==> src/rtl/rv_bus_arbiter.sv <==
// rv_bus_arbiter
//   Shares one slave memory port between NUM_MASTERS bus masters
//   (0 = core ibus, 1 = core dbus, 2 = debug system-bus master).
//   A registered arbiter picks one owner. The owner keeps the slave until
//   one of three things happens: the slave completes, the owner drops its
//   request, or the wait counter expires. When the counter expires, the
//   owner gets an error completion so that a hung slave cannot stall the
//   core forever.
//
// Ports
//   clk, rst_n          clock, asynchronous active-low reset
//   m_bstart[NM]        per-master request, held until that master's m_bdone
//   m_ttype[NM]         per-master direction (0 read, 1 write)
//   m_tsize[3*NM]       per-master size (load/store funct3 encoding)
//   m_addr/m_wdata      per-master 32-bit address / write data, packed by index
//   m_bdone/m_berr[NM]  completion pulse / timeout flag to the owning master
//   m_rdata             slave read data on a real completion, zero on timeout
//   s_*                 slave-side request, mirrored from the owner while granted
//   s_bdone, s_rdata    slave completion pulse and read data
//   busy, grant_idx     arbiter owns the slave / index of the owner

module rv_bus_arbiter #(
    parameter int NUM_MASTERS = 3,
    parameter bit RR_EN       = 1'b1,
    parameter int TIMEOUT_CYC = 255,
    localparam int GW = (NUM_MASTERS > 1) ? $clog2(NUM_MASTERS) : 1
) (
    input  logic                      clk,
    input  logic                      rst_n,
    input  logic [NUM_MASTERS-1:0]    m_bstart,
    input  logic [NUM_MASTERS-1:0]    m_ttype,
    input  logic [3*NUM_MASTERS-1:0]  m_tsize,
    input  logic [32*NUM_MASTERS-1:0] m_addr,
    input  logic [32*NUM_MASTERS-1:0] m_wdata,
    output logic [NUM_MASTERS-1:0]    m_bdone,
    output logic [NUM_MASTERS-1:0]    m_berr,
    output logic [31:0]               m_rdata,
    output logic                      s_bstart,
    output logic                      s_ttype,
    output logic [2:0]                s_tsize,
    output logic [31:0]               s_addr,
    output logic [31:0]               s_wdata,
    input  logic                      s_bdone,
    input  logic [31:0]               s_rdata,
    output logic                      busy,
    output logic [GW-1:0]             grant_idx
);

    localparam bit TO_EN = (TIMEOUT_CYC > 0);
    localparam int CW    = TO_EN ? $clog2(TIMEOUT_CYC + 1) : 1;
    localparam logic [CW-1:0] CNT_MAX = CW'(TIMEOUT_CYC);

    typedef enum logic {
        ST_IDLE  = 1'b0,
        ST_GRANT = 1'b1
    } state_t;

    state_t        state_q, state_d;
    logic [GW-1:0] grant_idx_q, grant_idx_d;
    logic [GW-1:0] rr_ptr_q, rr_ptr_d;
    logic [CW-1:0] cnt_q, cnt_d;
    logic          busy_q, busy_d;

    logic [GW-1:0] win_idx;
    logic          win_vld;
    logic [GW-1:0] sel;
    logic          own_req;
    logic          in_grant;
    logic          done_evt;
    logic          abort_evt;
    logic          to_evt;

    // Winner selection. In round-robin mode, the search runs upward from
    // the pointer and then wraps: indices at or above the pointer are
    // tried first, then the ones below it.
    always_comb begin
        win_idx = '0;
        win_vld = 1'b0;
        if (RR_EN) begin
            for (int k = 0; k < NUM_MASTERS; k++) begin
                if (!win_vld && m_bstart[k] && (GW'(k) >= rr_ptr_q)) begin
                    win_idx = GW'(k);
                    win_vld = 1'b1;
                end
            end
            for (int k = 0; k < NUM_MASTERS; k++) begin
                if (!win_vld && m_bstart[k] && (GW'(k) < rr_ptr_q)) begin
                    win_idx = GW'(k);
                    win_vld = 1'b1;
                end
            end
        end else begin
            for (int k = NUM_MASTERS - 1; k >= 0; k--) begin
                if (!win_vld && m_bstart[k]) begin
                    win_idx = GW'(k);
                    win_vld = 1'b1;
                end
            end
        end
    end

    // Slave-side mux. Outside GRANT the mux selects master 0.
    always_comb begin
        in_grant = (state_q == ST_GRANT);
        sel      = in_grant ? grant_idx_q : '0;
        own_req  = 1'b0;
        s_ttype  = m_ttype[0];
        s_tsize  = m_tsize[2:0];
        s_addr   = m_addr[31:0];
        s_wdata  = m_wdata[31:0];
        for (int k = 0; k < NUM_MASTERS; k++) begin
            if (GW'(k) == sel) begin
                own_req = m_bstart[k];
                s_ttype = m_ttype[k];
                s_tsize = m_tsize[3*k +: 3];
                s_addr  = m_addr[32*k +: 32];
                s_wdata = m_wdata[32*k +: 32];
            end
        end
    end

    // Exit events. A slave completion beats both an abort and a timeout
    // in the same cycle.
    always_comb begin
        done_evt  = in_grant && s_bdone;
        abort_evt = in_grant && !s_bdone && !own_req;
        to_evt    = TO_EN && in_grant && !s_bdone && own_req && (cnt_q == CNT_MAX);
        s_bstart  = in_grant && own_req && !to_evt;
        m_rdata   = done_evt ? s_rdata : 32'h0;
        m_bdone   = '0;
        m_berr    = '0;
        for (int k = 0; k < NUM_MASTERS; k++) begin
            if (GW'(k) == grant_idx_q) begin
                m_bdone[k] = done_evt || to_evt;
                m_berr[k]  = to_evt;
            end
        end
    end

    always_comb begin
        state_d     = state_q;
        grant_idx_d = grant_idx_q;
        rr_ptr_d    = rr_ptr_q;
        cnt_d       = cnt_q;
        busy_d      = busy_q;
        case (state_q)
            ST_IDLE: begin
                if (win_vld) begin
                    state_d     = ST_GRANT;
                    busy_d      = 1'b1;
                    grant_idx_d = win_idx;
                    cnt_d       = '0;
                    if (RR_EN) begin
                        rr_ptr_d = (win_idx == GW'(NUM_MASTERS - 1)) ? '0 : win_idx + GW'(1);
                    end
                end
            end
            ST_GRANT: begin
                if (done_evt || abort_evt || to_evt) begin
                    state_d = ST_IDLE;
                    busy_d  = 1'b0;
                end else if (cnt_q != '1) begin
                    // Saturating increment. With the timeout disabled, the
                    // counter parks at all-ones instead of wrapping.
                    cnt_d = cnt_q + CW'(1);
                end
            end
            default: begin
                state_d = ST_IDLE;
                busy_d  = 1'b0;
            end
        endcase
    end

    always_ff @(posedge clk or negedge rst_n) begin
        if (!rst_n) begin
            state_q     <= ST_IDLE;
            grant_idx_q <= '0;
            rr_ptr_q    <= '0;
            cnt_q       <= '0;
            busy_q      <= 1'b0;
        end else begin
            state_q     <= state_d;
            grant_idx_q <= grant_idx_d;
            rr_ptr_q    <= rr_ptr_d;
            cnt_q       <= cnt_d;
            busy_q      <= busy_d;
        end
    end

    assign busy      = busy_q;
    assign grant_idx = grant_idx_q;

endmodule

==> config.mk <==
export PLATFORM = sky130hd
export DESIGN_NAME = rv_bus_arbiter
export DESIGN_NICKNAME = d
export VERILOG_FILES = /design/src/rtl/rv_bus_arbiter.sv
export SDC_FILE = /design/constraint.sdc
export NUM_CORES = 1
export LEC_CHECK = 0
export ABC_CLOCK_PERIOD_IN_PS = 3140
export CORE_AREA = 3 3 136 138
export DETAILED_ROUTE_END_ITERATION = 10
export DIE_AREA = 0 0 139 141
export PLACE_DENSITY_LB_ADDON = 0.2
export SLEW_MARGIN = 20
export SYNTH_ARGS = -nofsm -noshare
export SYNTH_HDL_FRONTEND = slang
export SYNTH_SLANG_ARGS = --single-unit
==> constraint.sdc <==
create_clock -name clk -period 3.14 [get_ports clk]
set_input_delay 0.942 -clock clk [delete_from_list [all_inputs] [get_ports clk]]
set_output_delay 0.942 -clock clk [all_outputs]
set_load 0.03 [all_outputs]
* Word level (Yosys, flattened, before mapping)
Cells that the tools add are included.
** Storage, ports and cells
- Flip-flop bits (word level) :: 14
** Cells by class
- Bitwise gates (word level) :: 1
- Add/sub/neg operators :: 2
- Magnitude comparators :: 6
- Reductions and logical operators :: 34
- Equal/unequal tests :: 11
- Multiplexer cells :: 41
** Operators with widths (count)
- $mux 32 :: 5
- $mux 8 :: 3
- $mux 1 :: 22
- $logic_and 1x1->1 :: 18
- $pmux 8 s2 :: 1
- $mux 2 :: 6
- $add 8x1->8 const B :: 1
- $eq 8x8->1 const B :: 1
- $logic_not 1->1 :: 8
- $ne 8x8->1 const B :: 1
- $mux 3 :: 2
- $eq 1x2->1 const A :: 2
- $eq 2x2->1 const A :: 2
- $ge 1x2->1 const A :: 2
- $logic_not 2->1 :: 2
- $lt 1x2->1 const A :: 2
- $ne 2x1->1 const B :: 2
- $ne 2x2->1 const B :: 2
- $pmux 1 s2 :: 2
- $reduce_and 2->1 :: 2
- $logic_or 1x1->1 :: 3
- $reduce_and 3->1 :: 1
- $add 2x1->2 const B :: 1
- $eq 2x2->1 const B :: 1
- other kinds (3) :: 3

* Depth between registers and ports, before layout
- Depth in word-level cells :: 25
- Gate-level depth with buffers :: 8

* Worst setup path after synthesis
Ideal clock, no wire load.
- Path kind :: input to output
- Start :: in s_bdone
- End :: out m_berr[0]
- Path buffers :: 1
- Stages :: 5
- Path slack :: -0.309 ns
- Required time :: 2.198 ns
- Data arrival time :: 2.507 ns
- Cells stage by stage :: buf_2 > or3b_4 > o22ai_2 > nand2_2 > nor3_1
** Between the ends
- Cells in the longest elaborated chain, start to end :: 5
** RTL lines
- start, declared :: line 43 : input logic s_bdone,
- $logic_not 1->1 :: line 127 : to_evt = TO_EN && in_grant && !s_bdone && own_req && (cnt_q == CNT_MAX);
- $logic_and 1x1->1 (3 in a row) :: line 127
- $mux 1 :: line 133 : if (GW'(k) == grant_idx_q) begin
- end, declared :: line 36 : output logic [NUM_MASTERS-1:0] m_berr,
No other way between the ends.

* Final worst setup path
- Start :: in s_bdone
- End :: out m_bdone[0]
** Between the ends
- Cells in the longest elaborated chain, start to end :: 6
** RTL lines
- $logic_not 1->1 :: line 127
- $logic_and 1x1->1 (3 in a row) :: line 127
- $logic_or 1x1->1 * :: line 134 : m_bdone[k] = done_evt || to_evt;
- $mux 1 * :: line 133
- end, declared :: line 35 : output logic [NUM_MASTERS-1:0] m_bdone,
Mark *: on every way between the ends. The rest lies on a longest branch, timed or not.

==> flow_metrics.py <==
metrics = {
    "logic_synthesis": {
        "ys_seq_area_share_pct": 13.79,
        "synth_top_family_by_area": "multiplexers",
        "ys_ff_latch": 14,
        "synth_compound_area_share_pct": 22.85,
        "async_flop_share_pct": 100.0,
        "yosys-top-cells-area": "mux2i_1 (28%), dfrtp_1 (14%), nand2_1 (11%), o21ai_0 (9.7%), and3_1 (8.6%)",
        "synth_largest_area_cell": "mux2i_1",
        "syn_area_per_cell_sq_um": 6.943,
        "synth_nets": 609,
        "synthDistinctLibCells": 43,
        "synth_most_common_cell": "nand2_1",
        "synth_area_sq_mm": 0.002541,
        "synth_simple_gate_area_share_pct": 27.33,
        "synthMuxAreaShare_pct": 27.57,
        "synth_top_area_share_pct": 27.57,
        "synthAdderAreaFrac_pct": 0.4924,
        "synthFlopType": "dfrtp_1",
        "netlist_top_cells_count": "nand2_1 (76), mux2i_1 (70), o21ai_0 (49)",
        "synthXorXnorAreaFrac_pct": 0.3447,
        "synth_cells": 366,
        "ys_warn_count": 0,
        "synth-edff-count": 0,
    },
    "placement": {
        "finalWeightedCongestion": 0.9877,
        "placedInstanceArea_sq_mm": 0.006371,
        "dp_hpwl_um": 14190,
        "post-place-ws_ns": -0.3368,
        "io_buffers": 351,
    },
    "routing": {
        "drtAntennaViolNets": 0,
        "first_iter_violations": 123,
        "vias": 3988,
        "drc": 0,
        "wl_um": 17390,
        "drt-pass1-iter-count": 6,
        "viasPerCell": 4.252,
        "routedWlPerCell_um": 18.54,
    },
    "clock_tree": {
        "htree_levels": 1,
        "postCtsHoldBufs": 0,
        "clk_path_buf_depth": 2,
        "clock_latency_ns": 0.24,
        "clockRootBuffer": "clkbuf_16",
        "cts.sinks": 14,
        "cts_buffers": 3,
        "clk_pin_slew_worst_paths_ns": 0.05,
        "cts_tree": "yes",
    },
    "setup_path": {
        "cp-end-kind": "output pin",
        "path_delay_family": "simple AND/OR/NAND/NOR gates",
        "r2r.worst_path.cells": 6,
        "cp.depth": 6,
        "cp.required_ns": 2.20,
        "critPathLaunchType": "input pin",
        "crit_type": "input pin to output pin",
        "critPathMaxStageDelay_ns": 0.39,
        "slowest_stage": "or3b_4",
        "cp_max_fo": 7,
        "path_cells": "buf_6 -> or3b_4 -> o22ai_4 -> nand2_4 -> a211oi_4 -> buf_6",
        "path_buf_inv": 2,
        "worst_path_most_repeated_cell": "buf_6",
        "cp.arrival_ns": 2.15,
    },
    "timing": {
        "period_minus_slack_ns": 3.094,
        "hold_viol_final": 0,
        "max_slew_margin_pct": 54.94,
        "worstMarginPinSlew_ns": 0.6738,
        "slew_viol_final": 0,
        "setup_viol": 0,
        "setup_ws_ns": 0.04581,
        "tns_ns": 0,
        "rsz0062_at_grt": "no",
        "finalCritPeriodShare_pct": 98.54,
        "max_freq_ghz": 0.3232,
        "skew_ns": 0.003215,
    },
    "final_layout": {
        "multi_input_area_sq_mm": 0.002057,
        "drive_above_1_share_pct": 21.74,
        "fin_util_pct": 37.82,
        "final-seq-area_sq_um": 351.6,
        "final_nets": 957,
        "fin_area_sq_mm": 0.006541,
        "fillers": 1759,
        "diodes": 0,
        "syn2layout_area_growth_pct": 157.4,
    },
    "grt": {
        "grt_overflow": 0,
        "grt_pass1_wl_um": 24980,
        "grt_use_total_pct": 15.84,
        "grt_max_degree": 83,
        "antenna_found_initial": 1,
        "grt_pass1_vias": 4085,
    },
    "flow_run": {
        "cap_violations": 0,
    },
    "power": {
        "total_power_uw": 4489,
        "irDropWorstVdd_mv": 0.3956,
        "power_density_mw_per_mm2": 686.3,
        "p_leak_uw": 0.003114,
    },
    "floorplan": {
        "die_area_sq_mm": 0.01960,
        "io_pins": 352,
        "fp-row-count": 48,
        "core_area_sq_mm": 0.01730,
        "die_h_um": 141,
        "die_x_um": 139,
        "initial_utilization_pct": 14.69,
    },
    "outcome": {
        "status": "finished, final reports clean",
    },
    "worst_hold_path": {
        "hold_path.class": "flip-flop to flip-flop",
        "holdPathStages": 1,
    },
}
==> cell families after synthesis <==
family,after synthesis
xor+xnor,1
mux,70
flops,14
simple gates,139
compound gates,103
buf+inv,38
fa+ha+maj,1
==> layer usage <==
layer / part of all wire [%] / routed length (um) / global-route usage, %
met5: 0.075 / 13 / 0
met4: 2.0 / 342 / 3.141
met3: 7.0 / 1210 / 3.799
met2: 50 / 8761 / 28.41
met1: 41 / 7064 / 19.39
==> timing repair <==
action                     4_1_cts  5_1_grt
pin swaps                        3        3
setup endpoints to repair        8        8
gates resized for setup         11        5
cloned                           0        1
setup buffers                    3        1
==> state kept, by name, indices dropped and copies added, names as in the netlist <==
register / cells
in_grant: 1
cnt_q: 8
busy: 1
rr_ptr_q: 2
grant_idx: 2
==> metrics by stage <==
stage | hold WS (ns) | std cells
floorplan | 0.4864 | 366
global placement | 0.5170 | 929
detailed placement | 0.5249 | 929
CTS | 0.5253 | 936
global route | 0.5694 | 938
finish | 0.5231 | 938
==> power by group <==
group	switching [uW]	internal, uW	leakage [uW]
combinational	2180	1750	0.00289
sequential	61.6	231	0.000183
clock	74.2	193	0.0000442
==> final cells by class <==
type	instances	share of cell area, %
clock buffer	4	1.358
inverter	5	0.2869
multi-input combinational	314	31.45
sequential	14	5.375
tap	225	4.304
timing repair buffer	376	57.23
==> path summary, 6_finish.rpt <==
kind | startpoint | endpoint | slack [ns]
max in group asynchronous | rst_n | grant_idx[0] | 1.56
worst max register to register | in_grant | cnt_q[2] | 1.16
worst max-delay path | s_bdone | m_bdone[0] | 0.05
worst min-delay path | cnt_q[2] | cnt_q[2] | 0.52
min in group asynchronous | rst_n | cnt_q[1] | 1.11
worst min register to register | cnt_q[2] | cnt_q[2] | 0.52
==> cells in the final DEF (no fill, tap or decap), types with 2 or more instances in the layout <==
| master | instances |
|---|---|
| a21o_1 | 3 |
| a21oi_1 | 4 |
| a21oi_2 | 2 |
| a31oi_1 | 3 |
| and3_1 | 34 |
| buf_12 | 23 |
| buf_4 | 106 |
| buf_6 | 3 |
| clkbuf_16 | 4 |
| clkdlybuf4s50_1 | 240 |
| dfrtp_1 | 13 |
| dlygate4sd2_1 | 3 |
| inv_1 | 4 |
| mux2i_1 | 69 |
| nand2_1 | 76 |
| nand3_1 | 5 |
| nor2_1 | 7 |
| nor2_4 | 2 |
| o21ai_0 | 48 |
| o21ai_1 | 31 |
| o31ai_1 | 2 |
(Power assumes the default switching activity.)
